## config.mk

```make
export PLATFORM = sky130hd
export DESIGN_NAME = bank_dearbiter
export DESIGN_NICKNAME = d
export VERILOG_FILES = /design/src/rtl/bank_dearbiter.sv
export SDC_FILE = /design/constraint.sdc
export NUM_CORES = 1
export LEC_CHECK = 0
export CAP_MARGIN = 10
export CELL_PAD_IN_SITES_DETAIL_PLACEMENT = 1
export CELL_PAD_IN_SITES_GLOBAL_PLACEMENT = 2
export CORE_MARGIN = 5
export CORE_UTILIZATION = 32
export DETAILED_ROUTE_END_ITERATION = 12
export GPL_TIMING_DRIVEN = 0
export HOLD_SLACK_MARGIN = 0.02
export PLACE_DENSITY_LB_ADDON = 0.1
export SYNTH_ARGS = -nofsm -noshare
export SYNTH_HDL_FRONTEND = slang
export SYNTH_SLANG_ARGS = --single-unit
export TNS_END_PERCENT = 10
```

## constraint.sdc

```tcl
create_clock -name clk -period 5.9 [get_ports clk]
set_input_delay 1.77 -clock clk [delete_from_list [all_inputs] [get_ports clk]]
set_output_delay 1.77 -clock clk [all_outputs]
set_load 0.02 [all_outputs]
```

## src/rtl/bank_dearbiter.sv

```systemverilog
// Restores lane order of a 4-bank coefficient read by routing d_i = q[a_i] RD_LAT+1 cycles after the request.
// Optional duplicate-bank detection is compiled in with the BANK_CONFLICT_CHECK_EN macro.
module bank_dearbiter #(
    parameter int DATA_W = 24,
    parameter int RD_LAT = 2
) (
    input  logic              clk,
    input  logic              rst,
    input  logic              req_valid,
    input  logic [1:0]        a0,
    input  logic [1:0]        a1,
    input  logic [1:0]        a2,
    input  logic [1:0]        a3,
    input  logic [DATA_W-1:0] q0,
    input  logic [DATA_W-1:0] q1,
    input  logic [DATA_W-1:0] q2,
    input  logic [DATA_W-1:0] q3,
    output logic              out_valid,
    output logic [DATA_W-1:0] d0,
    output logic [DATA_W-1:0] d1,
    output logic [DATA_W-1:0] d2,
    output logic [DATA_W-1:0] d3,
    output logic [7:0]        beat_cnt,
    output logic              err_conflict
);

    logic [RD_LAT-1:0]             vld_q, vld_d;
    logic [RD_LAT-1:0][7:0]        sel_q, sel_d;
    logic                          out_valid_q, out_valid_d;
    logic [3:0][DATA_W-1:0]        dat_q, dat_d;
    logic [3:0][DATA_W-1:0]        q_bank;
    logic [7:0]                    beat_cnt_q, beat_cnt_d;
    logic [7:0]                    tail_sel;

    assign q_bank = {q3, q2, q1, q0};

    always_comb begin
        vld_d       = '0;
        sel_d       = '0;
        vld_d[0]    = req_valid;
        sel_d[0]    = {a3, a2, a1, a0};
        for (int i = 1; i < RD_LAT; i++) begin
            vld_d[i] = vld_q[i-1];
            sel_d[i] = sel_q[i-1];
        end
        tail_sel    = sel_q[RD_LAT-1];
        out_valid_d = vld_q[RD_LAT-1];
        dat_d       = dat_q;
        // Bank data is only looked at when a live tag sits in the last stage.
        if (vld_q[RD_LAT-1]) begin
            for (int i = 0; i < 4; i++) begin
                dat_d[i] = q_bank[tail_sel[2*i +: 2]];
            end
        end
        beat_cnt_d  = beat_cnt_q + {7'd0, out_valid_q};
    end

    always_ff @(posedge clk or posedge rst) begin
        if (rst) begin
            vld_q       <= '0;
            sel_q       <= '0;
            out_valid_q <= 1'b0;
            dat_q       <= '0;
            beat_cnt_q  <= 8'd0;
        end else begin
            vld_q       <= vld_d;
            sel_q       <= sel_d;
            out_valid_q <= out_valid_d;
            dat_q       <= dat_d;
            beat_cnt_q  <= beat_cnt_d;
        end
    end

    assign out_valid = out_valid_q;
    assign d0        = dat_q[0];
    assign d1        = dat_q[1];
    assign d2        = dat_q[2];
    assign d3        = dat_q[3];
    assign beat_cnt  = beat_cnt_q;

`ifdef BANK_CONFLICT_CHECK_EN
    logic err_q, err_d, dup_a;

    always_comb begin
        dup_a = (a0 == a1) | (a0 == a2) | (a0 == a3) |
                (a1 == a2) | (a1 == a3) | (a2 == a3);
        err_d = err_q | (req_valid & dup_a);
    end

    always_ff @(posedge clk or posedge rst) begin
        if (rst) begin
            err_q <= 1'b0;
        end else begin
            err_q <= err_d;
        end
    end

    assign err_conflict = err_q;
`else
    assign err_conflict = 1'b0;
`endif

endmodule

```

Word level (Yosys, flattened, before mapping)
Index checks and enable logic that the tools add are counted.
W data, S select, Z words.
{"block": "classes", "div_mod_pow": 0, "muxes": 8, "shifts": 0, "bitwise": 0, "addsub": 1, "n_reduce_logical": 0, "eq_ne": 0, "magnitude_cmp": 4, "n_mul": 0}
{"cell": "$bmux W24 S2", "n": 4}
{"cell": "$mux W24", "n": 4}
{"cell": "$lt A2 B3 Y1 const B", "n": 4}
{"cell": "$add A8 B1 Y8", "n": 1}
{"block": "word_totals", "register_bits": 123, "mem_bits_rw": 0, "out_inout_bits": 106, "in_bits": 107, "mem_count": 0, "latch_bits": 0, "wordCells": 22, "rom_bits": 0}

Depth between registers and ports, before layout
{"block": "depth", "word_depth": 2, "ltp_mapped": 5, "depth_no_buf": 5}

Worst setup path after synthesis
OpenSTA, ideal clock, no wires.
{"block": "synth_timing", "path_type": "register to output", "from": "register beat_cnt_q[2] (netlist: beat_cnt[2])", "to": "output port beat_cnt[2]", "arrival_time_ns": 0.477, "path_slack_ns": 3.653, "required_ns": 4.130, "path_stages_with_launch": 1, "path_cell_list": "dfrtp_1"}
{"item": "start, declared", "line": "32", "source": "logic [7:0] beat_cnt_q, beat_cnt_d;"}
{"item": "start signal, assigned", "line": "70", "source": "beat_cnt_q <= beat_cnt_d;"}
{"item": "end, declared", "line": "23", "source": "output logic [7:0] beat_cnt,"}
No word-level cell between the ends.

Final worst setup path
{"block": "layout_timing", "from": "register beat_cnt_q[2] (netlist: beat_cnt[2])", "to": "output port beat_cnt[2]"}
No word-level cell between the ends.

==> impl_metrics.csv <==
group,metric,value,unit
status,status,"completed",
drt,vias,5985,
power,irDropWorstVdd,166,uV
setup_path,cp.arrival,1470,ps
clock_tree,postCtsHoldBufs,0,
setup_path,cp-start-kind,"flop",
sta,period_needed,3240,ps
synth,syn_nets,699,
power,p_total,0.00309,W
power,power.density,287,nW/um^2
synth,synthArstFlopShare,100,%
synth,synthFlopType,"dfrtp_1",
setup_path,cp_max_fo,5,
placement,pre_cts_slack,2900,ps
clock_tree,cts_tree,"built",
grt,grt_first_pass_wirelength,44.2,mm
drt,wl_per_cell,25.1,um
drt,drt_pre_antenna_iters,4,
min_path,hold_path_depth,0,
sta,fin_ws,2660,ps
finish,layout-drive-gt1-share,19.2,%
setup_path,r2r_cells,4,
grt,antenna_found_initial,1,
drt,wl,28.9,mm
clock_tree,htree_levels,4,
drt,final_antenna_net_count,0,
sta,setup_viol,0,
finish,syn_to_final_growth,42.1,%
finish,fin_util,46.0,%
floorplan,die_h,164,um
synth,syn_area,7570,um^2
clock_tree,clkSinkCount,123,
setup_path,cp_top_family,"buffers and inverters",
grt,grt_pass1_vias,7026,
setup_path,end_kind,"output pin",
min_path,hold_class,"reg -> reg",
placement,dpl_cell_area,10100,um^2
flow_run,maxCapViolCount,0,
power,p_leak,4.55,nW
placement,gp_congestion,0.816,
setup_path,r2r_slack,4220,ps
floorplan,dieWidth,164,um
setup_path,timing_worst_setup_path_type,"reg -> out",
clock_tree,cts.reportedPaths.clkPinSlew,60,ps
setup_path,cp_slowest_stage_delay,640,ps
sta,fmax,0.308,GHz
synth,synth_edf_count,0,
sta,fin_setup_tns,0,ps
clock_tree,numCtsBuffers,17,
synth,synth.distinct_cells,20,
setup_path,worst_path_max_delay_cell,"clkdlybuf4s50_1",
setup_path,cp_num_cells,1,
sta,maxSlewHeadroom,50.6,%
placement,port_buffers,211,
floorplan,die-area,26800,um^2
clock_tree,cts_resized,0,
synth,synth_warnings,0,
sta,clock-skew-final,11.6,ps
clock_tree,root_buffer,"clkbuf_16",
floorplan,core_area,23400,um^2
synth,ys_seq_elements,123,
finish,n_antenna_cell,0,
grt,gr-total-overflow,0,
synth,syn_area_per_cell,12.8,um^2
grt,grt_usage,21.9,%
clock_tree,cts_setup_buffers,0,
synth,postSynthCellCount,590,
synth,yosysSeqAreaShare,40.7,%
floorplan,ios,213,
setup_path,cp.required,4130,ps
setup_path,crit_chain,"clkdlybuf4s50_1",
drt,drt_iter0_drc,239,
finish,n_fill_cell,2470,
floorplan,initial_core_util,32.3,%
sta,maxSlewViolCount,0,
sta,report.final.hold_viol_count,0,
drt,drc,0,
drt,via_per_inst,5.19,
sta,rsz0062_at_grt,"false",
grt,grt_max_degree,84,
floorplan,num_rows,56,
finish,nNetsFinal,930,
clock_tree,clockBufferDepth,2,
placement,dp_hpwl,20.6,mm
finish,fin_area,10800,um^2
sta,worst_slew_pin_slew,741,ps
sta,post-route-period-util,55.0,%
clock_tree,clk_latency,420,ps
setup_path,cp.buffers_inverters,1,
-- final timing paths --
check                                  from          end
worst min register to register     sel_d[8]  tail_sel[0]
worst max-delay path            beat_cnt[2]  beat_cnt[2]
worst min-delay path               sel_d[8]  tail_sel[0]
min in group asynchronous               rst  beat_cnt[1]
worst max register to register     vld_q[1]        d2[3]
max in group asynchronous               rst        d3[3]
-- cell usage in the layout (no fill, tap or decap) --
master / count
dfrtp_1: 123
nor2_1: 2
conb_1: 1
nand2_4: 4
nand2b_1: 100
bufinv_16: 4
o221ai_2: 80
xor2_1: 4
clkbuf_16: 17
buf_6: 21
nor3_1: 1
buf_16: 1
nand3_1: 3
buf_4: 9
mux2i_1: 192
clkdlybuf4s50_1: 211
buf_12: 1
xnor2_1: 2
nand2_1: 3
o221ai_1: 16
inv_6: 4
buf_2: 12
clkinvlp_4: 3
clkbuf_8: 2
ha_1: 2
clkbuf_1: 14
clkinv_4: 2
-- sequential cells by signal (all words and copies together) (netlist names) --
register,flops
d0,24
d1,24
d2,24
d3,24
beat_cnt,8
sel_d,8
tail_sel,8
vld_q,2
out_valid,1
-- metrics by stage --
stage / cells / hold WS, ps
final: 1153 / 350
after global routing: 1153 / 356
after CTS: 1153 / 355
after detailed placement: 1121 / 339
after global placement: 1120 / 335
after floorplan: 590 / 331
-- cell families after synthesis --
family	after synthesis	share of synthesized area (%)
fa+ha+maj	2	0.331
xor+xnor	6	0.694
other cells	1	0.0495
buf+inv	57	5.77
mux	192	25.4
compound gates	96	17.7
flops	123	40.7
simple gates	113	9.37
-- synthesized netlist by cell type (3+ instances only) --
cell      number  area, um^2
nand2_4        4        45.0
buf_6         21         236
buf_4          9        67.6
o221ai_2      80        1200
buf_2         12        60.1
clkbuf_1      13        48.8
nand2_1        3        11.3
mux2i_1      192        1920
nand3_1        3        15.0
o221ai_1      16         140
xor2_1         4        35.0
dfrtp_1      123        3080
nand2b_1     100         626
-- power by group --
| part | internal [W] | switching (W) | total, W |
|---|---|---|---|
| Sequential | 0.000957 | 0.0000916 | 0.00105 |
| Clock | 0.000736 | 0.000427 | 0.00116 |
| Combinational | 0.000425 | 0.000457 | 0.000881 |
-- final cells by class --
cell class	instances	area (um^2)	area share [%]
repair buffers	212	2140	19.9
flip-flops and latches	123	3080	28.6
clock inverters	12	186	1.73
plain buffers	56	433	4.03
inverters	1	8.76	0.0814
multi-input cells	410	4050	37.7
well taps	319	399	3.71
clock buffers	20	457	4.25
-- worst reg2reg max path, stage by stage, from the launching register on --
cell	delay, ps
dfrtp_1	480
buf_6	200
clkbuf_1	580
nand2b_1	210
o221ai_2	90
-- layer usage --
metal | up-vias | share of wire (%) | GRT usage (%) | wire (um)
met4 | 0 | 1.9 | 6.02 | 550
met1 | 3073 | 45 | 28.6 | 13000
met3 | 36 | 4.7 | 4.69 | 1360
met5 | - | 0 | 0 | 0
met2 | 178 | 48 | 36.7 | 14000
li1 | 2698 | - | - | -
No activity file was read; power rests on OpenSTA's default activity.
